**src/rtl/llander_pkg.sv**
```systemverilog
// Shared types and constants for the Lunar Lander thrust-lever path.
package llander_pkg;

    typedef enum logic [1:0] {
        ANALOG  = 2'd0,
        DPAD    = 2'd1,
        HANDOFF = 2'd2
    } thrust_state_t;

    localparam logic [7:0] THRUST_MAX = 8'd254;

    // Mode encodings; any value at or above TMODE_AUTO selects auto arbitration.
    localparam logic [1:0] TMODE_ANALOG = 2'd0;
    localparam logic [1:0] TMODE_DPAD   = 2'd1;
    localparam logic [1:0] TMODE_AUTO   = 2'd2;

endpackage

```
**src/rtl/tick_prescaler.sv**
```systemverilog
// Free-running divider: tick is high for one cycle every DIV cycles, clr restarts the count.
module tick_prescaler #(
    parameter int DIV = 2
) (
    input  logic clk_50,
    input  logic RESET_L,
    input  logic clr,
    output logic tick
);

    localparam int            CW   = (DIV > 1) ? $clog2(DIV) : 1;
    localparam logic [CW-1:0] LAST = CW'(DIV - 1);

    logic [CW-1:0] count_q;
    logic [CW-1:0] count_d;

    assign tick = (count_q == LAST);

    // Advance the count, wrapping after the terminal value or restarting on clr.
    always_comb begin
        count_d = count_q + CW'(1);
        if (clr || tick) begin
            count_d = '0;
        end
    end

    // Count register.
    always_ff @(posedge clk_50 or negedge RESET_L) begin
        if (!RESET_L) begin
            count_q <= '0;
        end else begin
            count_q <= count_d;
        end
    end

endmodule

```
**src/rtl/thrust_input_ctrl.sv**
```systemverilog
// Thrust-lever source controller: arbitrates analog stick vs D-pad ramp with a
// rate-limited handoff so the lever value never jumps.
module thrust_input_ctrl
    import llander_pkg::*;
#(
    parameter int TICK_DIV    = 196850,
    parameter int HANDOFF_DIV = 19685,
    parameter int DEADZONE    = 16,
    parameter int MAX_THRUST  = int'(THRUST_MAX)
) (
    input  logic       clk_50,
    input  logic       RESET_L,
    input  logic [1:0] mode,
    input  logic [7:0] analog_y,
    input  logic       dpad_up,
    input  logic       dpad_down,
    output logic [7:0] thrust,
    output logic       src_dpad,
    output logic       handoff,
    output logic       at_limit
);

    localparam logic [7:0] MAX_T = MAX_THRUST[7:0];

    thrust_state_t state_q, state_d;
    logic [7:0]    thrust_q, thrust_d;
    logic [7:0]    acc_q, acc_d;
    logic          src_dpad_q, handoff_q, at_limit_q;

    logic          rtick, htick, hclr;
    logic [7:0]    ana_raw, ana;
    logic [8:0]    y_ext, abs_y;
    logic          force_ana, force_dpad, auto_mode, any_btn, stick_claim;

    tick_prescaler #(.DIV(TICK_DIV)) u_ramp_tick (
        .clk_50  (clk_50),
        .RESET_L (RESET_L),
        .clr     (1'b0),
        .tick    (rtick)
    );

    tick_prescaler #(.DIV(HANDOFF_DIV)) u_handoff_tick (
        .clk_50  (clk_50),
        .RESET_L (RESET_L),
        .clr     (hclr),
        .tick    (htick)
    );

    // Analog target (127 - y is always 0..255, so 8-bit wraparound is exact), stick magnitude, mode decode.
    always_comb begin
        ana_raw     = 8'd127 - analog_y;
        ana         = (ana_raw > MAX_T) ? MAX_T : ana_raw;
        y_ext       = {analog_y[7], analog_y};
        abs_y       = analog_y[7] ? (9'd0 - y_ext) : y_ext;
        stick_claim = (int'(abs_y) > DEADZONE);
        force_ana   = (mode == TMODE_ANALOG);
        force_dpad  = (mode == TMODE_DPAD);
        auto_mode   = (mode >= TMODE_AUTO);
        any_btn     = dpad_up | dpad_down;
    end

    // Source arbitration, D-pad ramp and handoff slew.
    always_comb begin
        state_d  = state_q;
        thrust_d = thrust_q;
        acc_d    = acc_q;
        hclr     = 1'b0;
        unique case (state_q)
            ANALOG: begin
                if (force_dpad || (auto_mode && any_btn)) begin
                    state_d = DPAD;
                    acc_d   = thrust_q;
                end else begin
                    thrust_d = ana;
                end
            end
            DPAD: begin
                if (rtick) begin
                    if (dpad_up && !dpad_down && (acc_q < MAX_T)) begin
                        acc_d = acc_q + 8'd1;
                    end else if (dpad_down && !dpad_up && (acc_q != 8'd0)) begin
                        acc_d = acc_q - 8'd1;
                    end
                end
                thrust_d = acc_d;
                if (force_ana || (auto_mode && stick_claim && !any_btn)) begin
                    state_d = HANDOFF;
                    hclr    = 1'b1;
                end
            end
            HANDOFF: begin
                if (force_dpad || (auto_mode && any_btn)) begin
                    state_d = DPAD;
                    acc_d   = thrust_q;
                end else if (thrust_q == ana) begin
                    state_d = ANALOG;
                end else if (htick) begin
                    thrust_d = (thrust_q < ana) ? (thrust_q + 8'd1) : (thrust_q - 8'd1);
                end
            end
            default: begin
                state_d = DPAD;
            end
        endcase
    end

    // State, lever value, accumulator and registered status flags.
    always_ff @(posedge clk_50 or negedge RESET_L) begin
        if (!RESET_L) begin
            state_q    <= DPAD;
            thrust_q   <= 8'd0;
            acc_q      <= 8'd0;
            src_dpad_q <= 1'b1;
            handoff_q  <= 1'b0;
            at_limit_q <= 1'b1;
        end else begin
            state_q    <= state_d;
            thrust_q   <= thrust_d;
            acc_q      <= acc_d;
            src_dpad_q <= (state_d == DPAD);
            handoff_q  <= (state_d == HANDOFF);
            at_limit_q <= (thrust_d == 8'd0) || (thrust_d == MAX_T);
        end
    end

    assign thrust   = thrust_q;
    assign src_dpad = src_dpad_q;
    assign handoff  = handoff_q;
    assign at_limit = at_limit_q;

endmodule

```
**config.mk**
```make
export PLATFORM = sky130hd
export DESIGN_NAME = thrust_input_ctrl
export DESIGN_NICKNAME = d
export VERILOG_FILES = /design/src/rtl/llander_pkg.sv /design/src/rtl/tick_prescaler.sv /design/src/rtl/thrust_input_ctrl.sv
export SDC_FILE = /design/constraint.sdc
export NUM_CORES = 1
export LEC_CHECK = 0
export BUFFER_PORTS_ARGS = -buffer_cell sky130_fd_sc_hd__buf_2
export CORE_UTILIZATION = 56
export DETAILED_ROUTE_END_ITERATION = 12
export HOLD_SLACK_MARGIN = 0.06
export PLACE_DENSITY = 0.74
export SYNTH_ARGS = -nofsm -noshare
export SYNTH_HDL_FRONTEND = slang
export SYNTH_HIERARCHICAL = 1
export SYNTH_SLANG_ARGS = --single-unit
```
**constraint.sdc**
```tcl
create_clock -name clk_50 -period 3.46 [get_ports clk_50]
set_input_delay 0.173 -clock clk_50 [delete_from_list [all_inputs] [get_ports clk_50]]
set_output_delay 0.173 -clock clk_50 [all_outputs]
set_load 0.05 [all_outputs]
```
==> key figures, run 1 <==
Synth
  – Post-synth EDFFs: 0
  – Post-Syn Area: 4045 um2
  – Synth Flop Type: dfrtp_1
  – Synth unique cells: 80
  – Synth Area per Inst: 8.737 um2
  – Area leader, netlist: dfrtp_1
  – Adder-cell share of the synthesized area: 7.300%
  – Synth Area in Compound Gates: 14.57%
  – Multiplexer area fraction after synthesis: 1.980%
  – Sequential-to-total area share from yosys stat: 33.50%
  – Yosys warnings: 6
  – Area contributors post-synth: dfrtp_1 32%, ha_1 6.8%, nor2_1 6.6%
  – Post-Syn Nets: 500
  – Async set or reset register ratio after synthesis: 100.0%
  – Synth Area in Simple Gates: 26.29%
  – Synth top area share: 31.55%
  – Largest family of logic cells by synthesized area: simple AND/OR/NAND/NOR gates
  – Flops & latches, synth: 54
  – Cells after Synth: 463
  – Post-synthesis xor/xnor area fraction: 10.15%

Critical path
  – CP most frequent cell: buf_4
  – Startpoint types: flop
  – Arr. time, crit path: 3.69 ns
  – Kind of critical path: reg2reg
  – Worst R2R Setup Slack: -0.0001 ns
  – CP Max Fanout: 5
  – Crit path largest cell delay: 0.43 ns
  – R2R cell count: 16
  – Worst path slowest cell: dfrtp_2
  – CP cell instances: ha_1 -> and3_4 -> o21ai_2 -> o21ai_4 -> ha_1 -> a21oi_2 -> o211ai_1 -> buf_4 -> buf_4 -> buf_4 -> o41ai_1 -> xor2_1 -> nor2_1 -> o21a_1 -> o22a_2 -> mux2i_1
  – CP required: 3.69 ns
  – RR Startpoint: thrust[7]$_DFF_PN0_
  – Crit Reg-Reg Endpoint: at_limit$_DFF_PN1_
  – Critical Path End Type: flop

Placed design
  – Placed Area: 4437 um2
  – Hpwl dp: 7168 um
  – GPL Wtd Cong: 0.9519
  – Pre-CTS setup slack: -0.3346 ns
  – DP Cell Count: 602
  – I/O Buffers: 24

Global route
  – Vias in the first global route: 3454
  – Met2 GRT Util: 48.39%
  – Initial antenna violation count: 0
  – First-pass GRT wire length: 15930 um
  – Grt total ovfl: 0
  – GRT met1 Usage: 32.62%
  – Largest net degree at the start of global routing: 42
  – Grt met3 use: 5.403%
  – Gr usage total: 27.22%
  – Grt peak-use layer: met2

Clock network
  – CTS Sinks: 54
  – Clock insertion delay at the later pin of the skew report: 0.31 ns
  – CTS Buf Count: 5
  – CTS tree: yes
  – Clock Tree Buf Depth: 2
  – CTS Root Cell: clkbuf_8
  – Worst-path clk slew: 0.10 ns
  – Max H-tree Level: 2

Status
  – Failing checks: setup timing
  – Run status: complete, but fails checks

Floorplanning
  – Core area: 6869 um2
  – Starting Density: 58.89%
  – # rows: 30
  – Ports: 25
  – Die X: 86.99 um
  – Die area: 7567 um2
  – Die H: 86.99 um

Route
  – DR DRC count: 0
  – Routed vias/inst: 5.819
  – WL final: 9894 um
  – Drt wl/cell: 16.01 um
  – DR iter-0 viols: 274
  – DRT antenna net count: 0
  – First-pass detailed-route iteration total: 5
  – DR vias: 3596

Timing
  – Tmin final: 3.460 ns
  – Slew HR: 36.78%
  – Final Max Tran Viols: 0
  – Post-route setup slack: -0.00009748 ns
  – Clock Skews: 0.01066 ns
  – Fmax: 289.0 MHz
  – Endpoints failing hold: 0
  – RSZ-0062 raised after global routing: yes
  – Setup violators final: 1
  – Fin crit share: 100.0%
  – Worst Max-Slew Pin Slew: 0.9483 ns

Pwr
  – Cell Pwr Density: 618.5 nW/um2
  – Worst ir drop on vdd: 0.3684 mV
  – P_leak: 0.002051 uW
  – Final Power: 2907 uW

Finish
  – Most common cell after layout, fill and taps aside: nor2_1
  – Post-layout util: 68.43%
  – Layout cells sized above 1: 24.14%
  – Diodes inserted: 0
  – Area delta synth->final: 16.21%
  – Layout Cell Area excl Fill: 4701 um2
  – Fin cells: 618
  – Most frequent cells in the layout: 71 x nor2_1, 49 x buf_4, 44 x dfrtp_1, 33 x nand2_1
  – Final nets: 559

Min path
  – Worst hold start: mode[1]
  – Hold endpoint: state_q[1]$_DFF_PN0_
  – Hold Crit Depth: 4
  – Worst hold path type: in2reg

Flow run
  – Max-cap viol count: 0
==> critical path: cells and delay by family, from the launching register on <==
kind / cells / cell delay, ns
simple gates: 2 / 0.28
fa+ha+maj: 2 / 0.59
xor+xnor: 1 / 0.19
mux: 1 / 0.16
compound gates: 7 / 1.34
buf+inv: 3 / 0.39
flops: 1 / 0.43
==> logic make-up (layout without fill, tap and decap cells) <==
family	count (synthesis)	after routing
other cells	1	1
fa+ha+maj	23	23
flops	54	54
xor+xnor	46	46
buf+inv	43	102
mux	8	8
compound gates	86	86
simple gates	202	202
==> repair_timing <==
action | in CTS | in global routing
setup buffers | 7 | 1
setup endpoints to repair | 1 | 2
hold buffers | 1 | 0
pin swaps | 6 | 9
gates resized for setup | 7 | 12
endpoints found under the hold margin | 38 | 0
==> synthesized netlist by cell type, types with 2 or more instances <==
cell / number
a21o_1: 4
o22a_2: 2
nand4b_1: 2
nand2_1: 33
or4_1: 3
a31oi_1: 2
and4_1: 5
a211oi_1: 3
a32oi_1: 3
a21oi_1: 17
xnor2_1: 24
clkbuf_1: 10
a221oi_1: 2
mux2i_1: 8
dfrtp_1: 51
nand3b_1: 2
or3_1: 2
nor3_1: 13
o22ai_1: 2
ha_1: 22
nor4_1: 9
o21ai_0: 26
and3_1: 5
nand4_1: 12
inv_1: 20
buf_6: 4
nand3_1: 20
o211ai_1: 3
xor2_1: 21
clkbuf_8: 4
o221ai_1: 2
a21boi_0: 3
nor2_1: 71
nand2b_1: 5
dfstp_2: 3
==> metal layers <==
metal  share of wire [%]  up-vias
li1                    -     1753
met1                  43     1704
met2                  49      109
met4                 3.1        0
met5                   0        -
met3                 4.9       30
==> stage by stage <==
stage	TNS, ns	hold slack, ns
floorplan	0	-0.1226
global placement	-0.1660	0.3559
detailed placement	-0.3663	0.3668
CTS	0	0.3757
global route	-0.2239	0.4210
finish	-0.00009748	0.3927
==> flip-flops by register name, summed over array words and instances (netlist names) <==
signal                  flops
src_dpad                    1
state_q                     2
at_limit                    1
u_handoff_tick/count_q     15
thrust                      8
u_ramp_tick/count_q        18
handoff                     1
acc_q                       8
==> power by group <==
part           switching (uW)  internal, uW  total (uW)  leakage (uW)
Combinational             888           741        1630       0.00131
Clock                     201           140         341     0.0000383
Sequential                187           750         937      0.000701
==> cell type report <==
| cell class | count | area [um2] |
|---|---|---|
| Multi-Input combinational cell | 366 | 2564 |
| Inverter | 21 | 78.83 |
| Fill cell | 553 | 2168 |
| Tap cell | 96 | 120.1 |
| Clock buffer | 7 | 76.32 |
| Sequential cell | 54 | 1364 |
| Timing Repair Buffer | 74 | 498.0 |
==> worst max path at each step <==
stage / startpoint / endpoint / slack [ns] / cells past startpoint
finish: thrust[7]$_DFF_PN0_ / at_limit$_DFF_PN1_ / -0.0001 / 16
global placement: analog_y[4] / at_limit$_DFF_PN1_ / -0.17 / 18
global route: thrust[6]$_DFF_PN0_ / at_limit$_DFF_PN1_ / -0.21 / 20
floorplan: thrust[0]$_DFF_PN0_ / at_limit$_DFF_PN1_ / 0.0009 / 16
CTS: thrust[7]$_DFF_PN0_ / at_limit$_DFF_PN1_ / 0.002 / 16
detailed placement: analog_y[4] / at_limit$_DFF_PN1_ / -0.33 / 18
Note: power is estimated with default switching activity, not from simulation.
==> run 2, diff against run 1 <==
--- a/config.mk
+++ b/config.mk
@@ -5,11 +5,12 @@
 export SDC_FILE = /design/constraint.sdc
 export NUM_CORES = 1
 export LEC_CHECK = 0
-export BUFFER_PORTS_ARGS = -buffer_cell sky130_fd_sc_hd__buf_2
-export CORE_UTILIZATION = 56
+export CORE_UTILIZATION = 65
 export DETAILED_ROUTE_END_ITERATION = 12
+export DONT_BUFFER_PORTS = 1
 export HOLD_SLACK_MARGIN = 0.06
-export PLACE_DENSITY = 0.74
+export PLACE_DENSITY = 0.78
+export RECOVER_POWER = 50
 export SYNTH_ARGS = -nofsm -noshare
 export SYNTH_HDL_FRONTEND = slang
 export SYNTH_HIERARCHICAL = 1
==> constraint.sdc (replaced) <==
create_clock -name clk_50 -period 3.65 [get_ports clk_50]
set_input_delay 0.1825 -clock clk_50 [delete_from_list [all_inputs] [get_ports clk_50]]
set_output_delay 0.1825 -clock clk_50 [all_outputs]
set_load 0.05 [all_outputs]
==> run 2 against run 1 <==
  * The run ends with capacitance limit, slew limit left
  * Wire length shrank 5.2%
  * Clock skew grew 0.0059 ns
  * Sequential share of layout area grew 2.2 points
  * Critical endpoint unchanged
  * Cell count shrank 10%
  * Critical path depth grew 1
  * Sequential power shrank 5.0%
  * Via count shrank 3.7%
  * Count of clock-buffer cells in the layout is the same
  * Core utilization grew 4.6 points
  * Sequential cell count is the same
==> key figures, run 2 (synthesis gave the netlist of run 1 again) <==
Finish
  – Most frequent cells in the layout: 71 x nor2_1, 50 x dfrtp_1, 33 x nand2_1, 25 x buf_4 (was 71 x nor2_1, 49 x buf_4, 44 x dfrtp_1, 33 x nand2_1)
  – Area delta synth->final: 7.485% (was 16.21%)
  – Multi-input gate area: 2490 um2 (was 2564 um2)
  – Top reg by flops: u_ramp_tick/count_q (unchanged)
  – Diodes inserted: 0 (unchanged)
  – Register Area: 1356 um2 (was 1364 um2)
  – Final nets: 516 (was 559)
  – Post-layout util: 73.00% (was 68.43%)
  – Most common cell after layout, fill and taps aside: nor2_1 (unchanged)
  – Layout cells sized above 1: 13.13% (was 24.14%)
  – Fillers: 477 (was 553)
  – Regs by FF count: u_ramp_tick/count_q: 18 flops, u_handoff_tick/count_q: 15 flops (unchanged)
  – Layout Cell Area excl Fill: 4348 um2 (was 4701 um2)
  – Max reg flops: 18 (unchanged)

Clock network
  – Clock insertion delay at the later pin of the skew report: 0.31 ns (about the same)
  – Max H-tree Level: 2 (unchanged)
  – CTS Root Cell: clkbuf_8 (unchanged)
  – CTS Buf Count: 5 (unchanged)
  – CTS Sinks: 54 (unchanged)
  – Clock Tree Buf Depth: 2 (unchanged)
  – Worst-path clk slew: 0.10 ns (about the same)
  – CTS tree: yes (unchanged)

Min path
  – Hold Crit Depth: 3 (was 4)
  – Hold endpoint: thrust[2]$_DFF_PN0_ (was state_q[1]$_DFF_PN0_)
  – Worst hold path type: in2reg (unchanged)
  – Worst hold start: analog_y[2] (was mode[1])

Flow run
  – Max-cap viol count: 1 (was 0)

Route
  – DRT antenna net count: 0 (unchanged)
  – WL final: 9381 um (was 9894 um)
  – DR DRC count: 0 (unchanged)
  – DR vias: 3462 (was 3596)
  – Drt wl/cell: 16.90 um (was 16.01 um)
  – First-pass detailed-route iteration total: 7 (was 5)
  – Routed vias/inst: 6.238 (was 5.819)
  – DR iter-0 viols: 247 (was 274)

Placed design
  – Placed Area: 4182 um2 (was 4437 um2)
  – I/O Buffers: 0 (was 24)
  – Pre-CTS setup slack: 0.05784 ns (was -0.3346 ns)
  – Hpwl dp: 6829 um (was 7168 um)
  – GPL Wtd Cong: 0.9516 (was 0.9519)

Critical path
  – Arr. time, crit path: 3.87 ns (was 3.69 ns)
  – Critical Path End Type: flop (unchanged)
  – Worst R2R Setup Slack: 0.02 ns (was -0.0001 ns)
  – R2R cell count: 17 (was 16)
  – Startpoint types: flop (unchanged)
  – Kind of critical path: reg2reg (unchanged)
  – CP required: 3.89 ns (was 3.69 ns)
  – RR Startpoint: thrust[2]$_DFF_PN0_ (was thrust[7]$_DFF_PN0_)
  – Crit Reg-Reg Endpoint: at_limit$_DFF_PN1_ (unchanged)
  – CP Max Fanout: 6 (was 5)

Floorplanning
  – Starting Density: 67.92% (was 58.89%)
  – Die H: 80.89 um (was 86.99 um)
  – Die X: 80.89 um (was 86.99 um)
  – # rows: 28 (was 30)
  – Core area: 5956 um2 (was 6869 um2)
  – Die area: 6542 um2 (was 7567 um2)
  – Ports: 25 (unchanged)

Timing
  – Worst Max-Slew Pin Slew: 2.504 ns (was 0.9483 ns)
  – Final Max Tran Viols: 55 (was 0)
  – Worst Hold Slack: 0.1838 ns (was 0.3927 ns)
  – Slew HR: -66.94% (was 36.78%)
  – Fmax: 275.1 MHz (was 289.0 MHz)
  – Tmin final: 3.635 ns (was 3.460 ns)
  – Setup violators final: 0 (was 1)
  – Fin crit share: 99.59% (was 100.0%)
  – Endpoints failing hold: 0 (unchanged)
  – Post-route setup slack: 0.01509 ns (was -0.00009748 ns)
  – Clock Skews: 0.01654 ns (was 0.01066 ns)

Status
  – Failing checks: capacitance limit, slew limit (was setup timing)
  – Run status: complete, but fails checks (unchanged)

Pwr
  – Worst ir drop on vdd: 0.5609 mV (was 0.3684 mV)
  – Cell Pwr Density: 603.2 nW/um2 (was 618.5 nW/um2)
  – Final Power: 2622 uW (was 2907 uW)
  – P_leak: 0.001854 uW (was 0.002051 uW)

Global route
  – First-pass GRT wire length: 14830 um (was 15930 um)
  – Grt total ovfl: 0 (unchanged)
  – Largest net degree at the start of global routing: 55 (was 42)
  – Gr usage total: 29.55% (was 27.22%)
  – Vias in the first global route: 3292 (was 3454)
  – Initial antenna violation count: 0 (unchanged)
## run 2: changes by cell type in the layout (fill, tap and decap cells not counted), sizes merged
cell / before / now
buf: 73 / 25
bufinv: 0 / 1
clkbuf: 7 / 11
clkdlybuf4s25: 0 / 1
## run 2: worst max path at each step
stage                                    from                  to
after floorplan           thrust[2]$_DFF_PN0_  at_limit$_DFF_PN1_
after global placement            analog_y[4]  at_limit$_DFF_PN1_
after detailed placement          analog_y[4]  at_limit$_DFF_PN1_
after CTS                 thrust[2]$_DFF_PN0_  at_limit$_DFF_PN1_
after global routing      thrust[2]$_DFF_PN0_  at_limit$_DFF_PN1_
final                     thrust[2]$_DFF_PN0_  at_limit$_DFF_PN1_
## run 2: routing by layer
| layer | routed length (um) | track usage [%] |
|---|---|---|
| met3 | 454 | 4.157 |
| met1 | 4053 | 37.44 |
| met5 | 0 | 0 |
| met2 | 4670 | 51.01 |
| met4 | 203 | 11.07 |
## run 2: area by class of cell
type | count | share of cell area, %
Clock buffer | 7 | 1.755
Inverter | 21 | 1.813
Tap cell | 75 | 2.158
Sequential cell | 54 | 31.19
Timing Repair Buffer | 31 | 5.122
Clock inverter | 1 | 0.6906
Multi-Input combinational cell | 366 | 57.27
## run 2: repair_timing
action	CTS	global route
setup buffers	0	1
setup endpoints to repair	0	1
hold endpoints to repair	54	0
hold buffers	2	0
gates resized for setup	0	7
## run 2: power breakdown
group | switching (uW) | internal [uW] | leakage, uW
Sequential | 184 | 706 | 0.000708
Combinational | 758 | 571 | 0.00109
Clock | 197 | 206 | 0.0000524
Total | 1140 | 1480 | 0.00185
## run 2: stage by stage
| step | cells | TNS [ns] |
|---|---|---|
| finish | 555 | 0 |
| global route | 555 | -0.1490 |
| CTS | 554 | 0 |
| detailed placement | 544 | 0 |
| global placement | 544 | 0 |
| floorplan | 463 | 0 |
## run 2: worst max-delay path, cell delays in order, from the launching register on
cell and delay (ns):
dfrtp_1 0.41, ha_1 0.31, o21ai_1 0.14, a21oi_1 0.05, nor3_1 0.17, o21ai_1 0.10
buf_4 0.18, ha_1 0.29, a21oi_2 0.17, o211ai_1 0.13, buf_4 0.16, buf_4 0.12
o41ai_1 0.43, xor2_1 0.25, nor2_1 0.10, o21a_1 0.19, o22a_2 0.24, mux2i_1 0.15
==> run 3, diff against run 2 <==
==> constraint.sdc (replaced) <==
create_clock -name clk_50 -period 3.65 [get_ports clk_50]
set_input_delay 0 -clock clk_50 [delete_from_list [all_inputs] [get_ports clk_50]]
set_output_delay 0 -clock clk_50 [all_outputs]
set_load 0.05 [all_outputs]
==> run 3 against run 2 <==
  * The run still ends with capacitance limit, slew limit left
  * Combinational power about the same
  * Register-to-register slack improved by 0.11 ns
  * Sequential share of layout area increased by 0.21 points
  * Hold slack got worse by 0.041 ns
  * Sequential power increased by 0.6%
  * Core utilization decreased by 0.48 points
  * Total power increased by 0.23%
  * Sequential cell count unchanged
  * Critical path type unchanged
  * Critical endpoint unchanged
  * Largest power group unchanged
==> key figures, run 3 (synthesis gave the netlist of run 1 again) <==
Critical path
  – Worst Path Buf+Inv: 2 (was 3)
  – CP cell instances: ha_1 -> and3_4 -> o21ai_0 -> o21ai_1 -> buf_4 -> ha_1 -> a21oi_2 -> inv_1 -> a21oi_1 -> xnor2_1 -> mux2i_1 -> o221ai_1 -> or4_1 -> or4_1 -> mux2i_1 (was ha_1 -> o21ai_1 -> a21oi_1 -> nor3_1 -> o21ai_1 -> buf_4 -> ha_1 -> a21oi_2 -> o211ai_1 -> buf_4 -> buf_4 -> o41ai_1 -> xor2_1 -> nor2_1 -> o21a_1 -> o22a_2 -> mux2i_1)
  – CP Max Fanout: 8 (was 6)
  – Crit path largest cell delay: 0.44 ns (was 0.43 ns)
  – RR Startpoint: thrust[7]$_DFF_PN0_ (was thrust[2]$_DFF_PN0_)
  – Critical Path Stages: 15 (was 17)
  – Arr. time, crit path: 3.77 ns (was 3.87 ns)
  – Kind of critical path: reg2reg (unchanged)
  – CP Launch Point: thrust[7]$_DFF_PN0_ (was thrust[2]$_DFF_PN0_)
  – R2R cell count: 15 (was 17)
  – Delay-heaviest family, CP: simple AND/OR/NAND/NOR gates (was compound AO/OA/AOI/OAI gates)
  – CP required: 3.90 ns (was 3.89 ns)
  – Worst path slowest cell: or4_1 (was o41ai_1)
  – Startpoint types: flop (unchanged)
  – Critical Path End Type: flop (unchanged)

Global route
  – Gr usage total: 30.11% (was 29.55%)
  – Largest net degree at the start of global routing: 55 (unchanged)
  – Met2 GRT Util: 50.08% (was 51.01%)
  – Grt met3 use: 3.596% (was 4.157%)
  – Grt total ovfl: 0 (unchanged)
  – Vias in the first global route: 3230 (was 3292)
  – Grt peak-use layer: met2 (unchanged)
  – Initial antenna violation count: 0 (unchanged)
  – First-pass GRT wire length: 15010 um (was 14830 um)
  – GRT met1 Usage: 39.44% (was 37.44%)

Floorplanning
  – Die area: 6542 um2 (unchanged)
  – Die X: 80.89 um (unchanged)
  – Core area: 5956 um2 (unchanged)
  – Die H: 80.89 um (unchanged)
  – # rows: 28 (unchanged)
  – Starting Density: 67.92% (unchanged)
  – Ports: 25 (unchanged)

Route
  – WL final: 9354 um (was 9381 um)
  – DR vias: 3424 (was 3462)
  – DR iter-0 viols: 303 (was 247)
  – DRT antenna net count: 0 (unchanged)
  – Routed vias/inst: 6.260 (was 6.238)
  – DR DRC count: 0 (unchanged)
  – First-pass detailed-route iteration total: 5 (was 7)
  – Drt wl/cell: 17.10 um (was 16.90 um)

Timing
  – Slew HR: -67.73% (was -66.94%)
  – Worst Hold Slack: 0.1427 ns (was 0.1838 ns)
  – Tmin final: 3.526 ns (was 3.635 ns)
  – Setup violators final: 0 (unchanged)
  – Post-route setup slack: 0.1238 ns (was 0.01509 ns)
  – Fmax: 283.6 MHz (was 275.1 MHz)
  – Endpoints failing hold: 0 (unchanged)
  – Worst Max-Slew Pin Slew: 2.516 ns (was 2.504 ns)
  – Final Max Tran Viols: 55 (unchanged)
  – Clock Skews: 0.008309 ns (was 0.01654 ns)
  – Fin crit share: 96.61% (was 99.59%)

Placed design
  – GPL Wtd Cong: 0.8848 (was 0.9516)
  – I/O Buffers: 0 (unchanged)
  – Placed Area: 4099 um2 (was 4182 um2)
  – Hpwl dp: 6737 um (was 6829 um)
  – Pre-CTS setup slack: 0.1442 ns (was 0.05784 ns)
  – DP Cell Count: 533 (was 544)

Pwr
  – Worst ir drop on vdd: 0.5371 mV (was 0.5609 mV)
  – P_leak: 0.001820 uW (was 0.001854 uW)
  – Cell Pwr Density: 608.6 nW/um2 (was 603.2 nW/um2)

Min path
  – Hold Crit Depth: 2 (was 3)
  – Worst hold path type: in2reg (unchanged)
  – Worst hold start: analog_y[1] (was analog_y[2])

Status
  – Failing checks: capacitance limit, slew limit (unchanged)
  – Run status: complete, but fails checks (unchanged)

Finish
  – Most common cell after layout, fill and taps aside: nor2_1 (unchanged)
  – Fin cells: 547 (was 555)
  – Post-layout util: 72.52% (was 73.00%)
  – Fillers: 469 (was 477)
  – Most frequent cells in the layout: 71 x nor2_1, 50 x dfrtp_1, 33 x nand2_1, 24 x o21ai_0, 24 x xnor2_1 (was 71 x nor2_1, 50 x dfrtp_1, 33 x nand2_1, 25 x buf_4)
  – Area delta synth->final: 6.774% (was 7.485%)
  – Regs by FF count: u_ramp_tick/count_q: 18 flops, u_handoff_tick/count_q: 15 flops (unchanged)
  – Top reg by flops: u_ramp_tick/count_q (unchanged)
  – Final nets: 508 (was 516)
  – Diodes inserted: 0 (unchanged)
  – Max reg flops: 18 (unchanged)
  – Layout Cell Area excl Fill: 4319 um2 (was 4348 um2)
  – Layout cells sized above 1: 12.08% (was 13.13%)

Clock network
  – CTS Sinks: 54 (unchanged)
  – Clock Tree Buf Depth: 2 (unchanged)
  – CTS tree: yes (unchanged)
  – CTS Root Cell: clkbuf_8 (unchanged)
  – Max H-tree Level: 2 (unchanged)
  – Worst-path clk slew: 0.10 ns (about the same)
  – Clock insertion delay at the later pin of the skew report: 0.31 ns (about the same)
  – CTS Buf Count: 5 (unchanged)

Flow run
  – Max-cap viol count: 1 (unchanged)
run 3: power by group:
group / switching, uW / internal [uW]
sequential: 189 / 706
clock: 216 / 208
combinational: 765 / 544
run 3: final timing paths:
path / to / slack [ns]
max in group asynchronous: thrust[0]$_DFF_PN0_ / 0.80
worst min register to register: u_handoff_tick/count_q[0]$_DFF_PN0_ / 0.54
min in group asynchronous: u_ramp_tick/count_q[15]$_DFF_PN0_ / 1.23
worst max-delay path: at_limit$_DFF_PN1_ / 0.12
worst max register to register: at_limit$_DFF_PN1_ / 0.12
worst min-delay path: thrust[1]$_DFF_PN0_ / 0.14
run 3: layout make-up:
| cell class | instances | area [um2] | share of cell area (%) |
|---|---|---|---|
| inverters | 21 | 78.83 | 1.825 |
| clock buffers | 5 | 68.82 | 1.593 |
| flip-flops and latches | 54 | 1356 | 31.40 |
| clock inverters | 3 | 47.55 | 1.101 |
| well taps | 75 | 93.84 | 2.173 |
| repair buffers | 23 | 161.4 | 3.737 |
| multi-input cells | 366 | 2512 | 58.17 |
run 3: stage by stage:
| step | total power, uW | setup TNS [ns] |
|---|---|---|
| finish | 2629 | 0 |
| global route | 2800 | -0.03209 |
| CTS | 2512 | 0 |
| detailed placement | 2067 | 0 |
| global placement | 2027 | 0 |
| floorplan | 1781 | 0 |
run 3: what timing repair did:
action                                  CTS  global route
buffers inserted                          0             3
endpoints found under the setup margin    0             1
hold buffers                              3             0
hold endpoints to repair                 55             0
resized for setup                         0             9
run 3: per-layer routing:
layer / vias to the layer above / wire length, um
li1: 1663 / -
met1: 1608 / 4140
met2: 119 / 4338
met3: 34 / 497
met4: 0 / 378
met5: - / 0
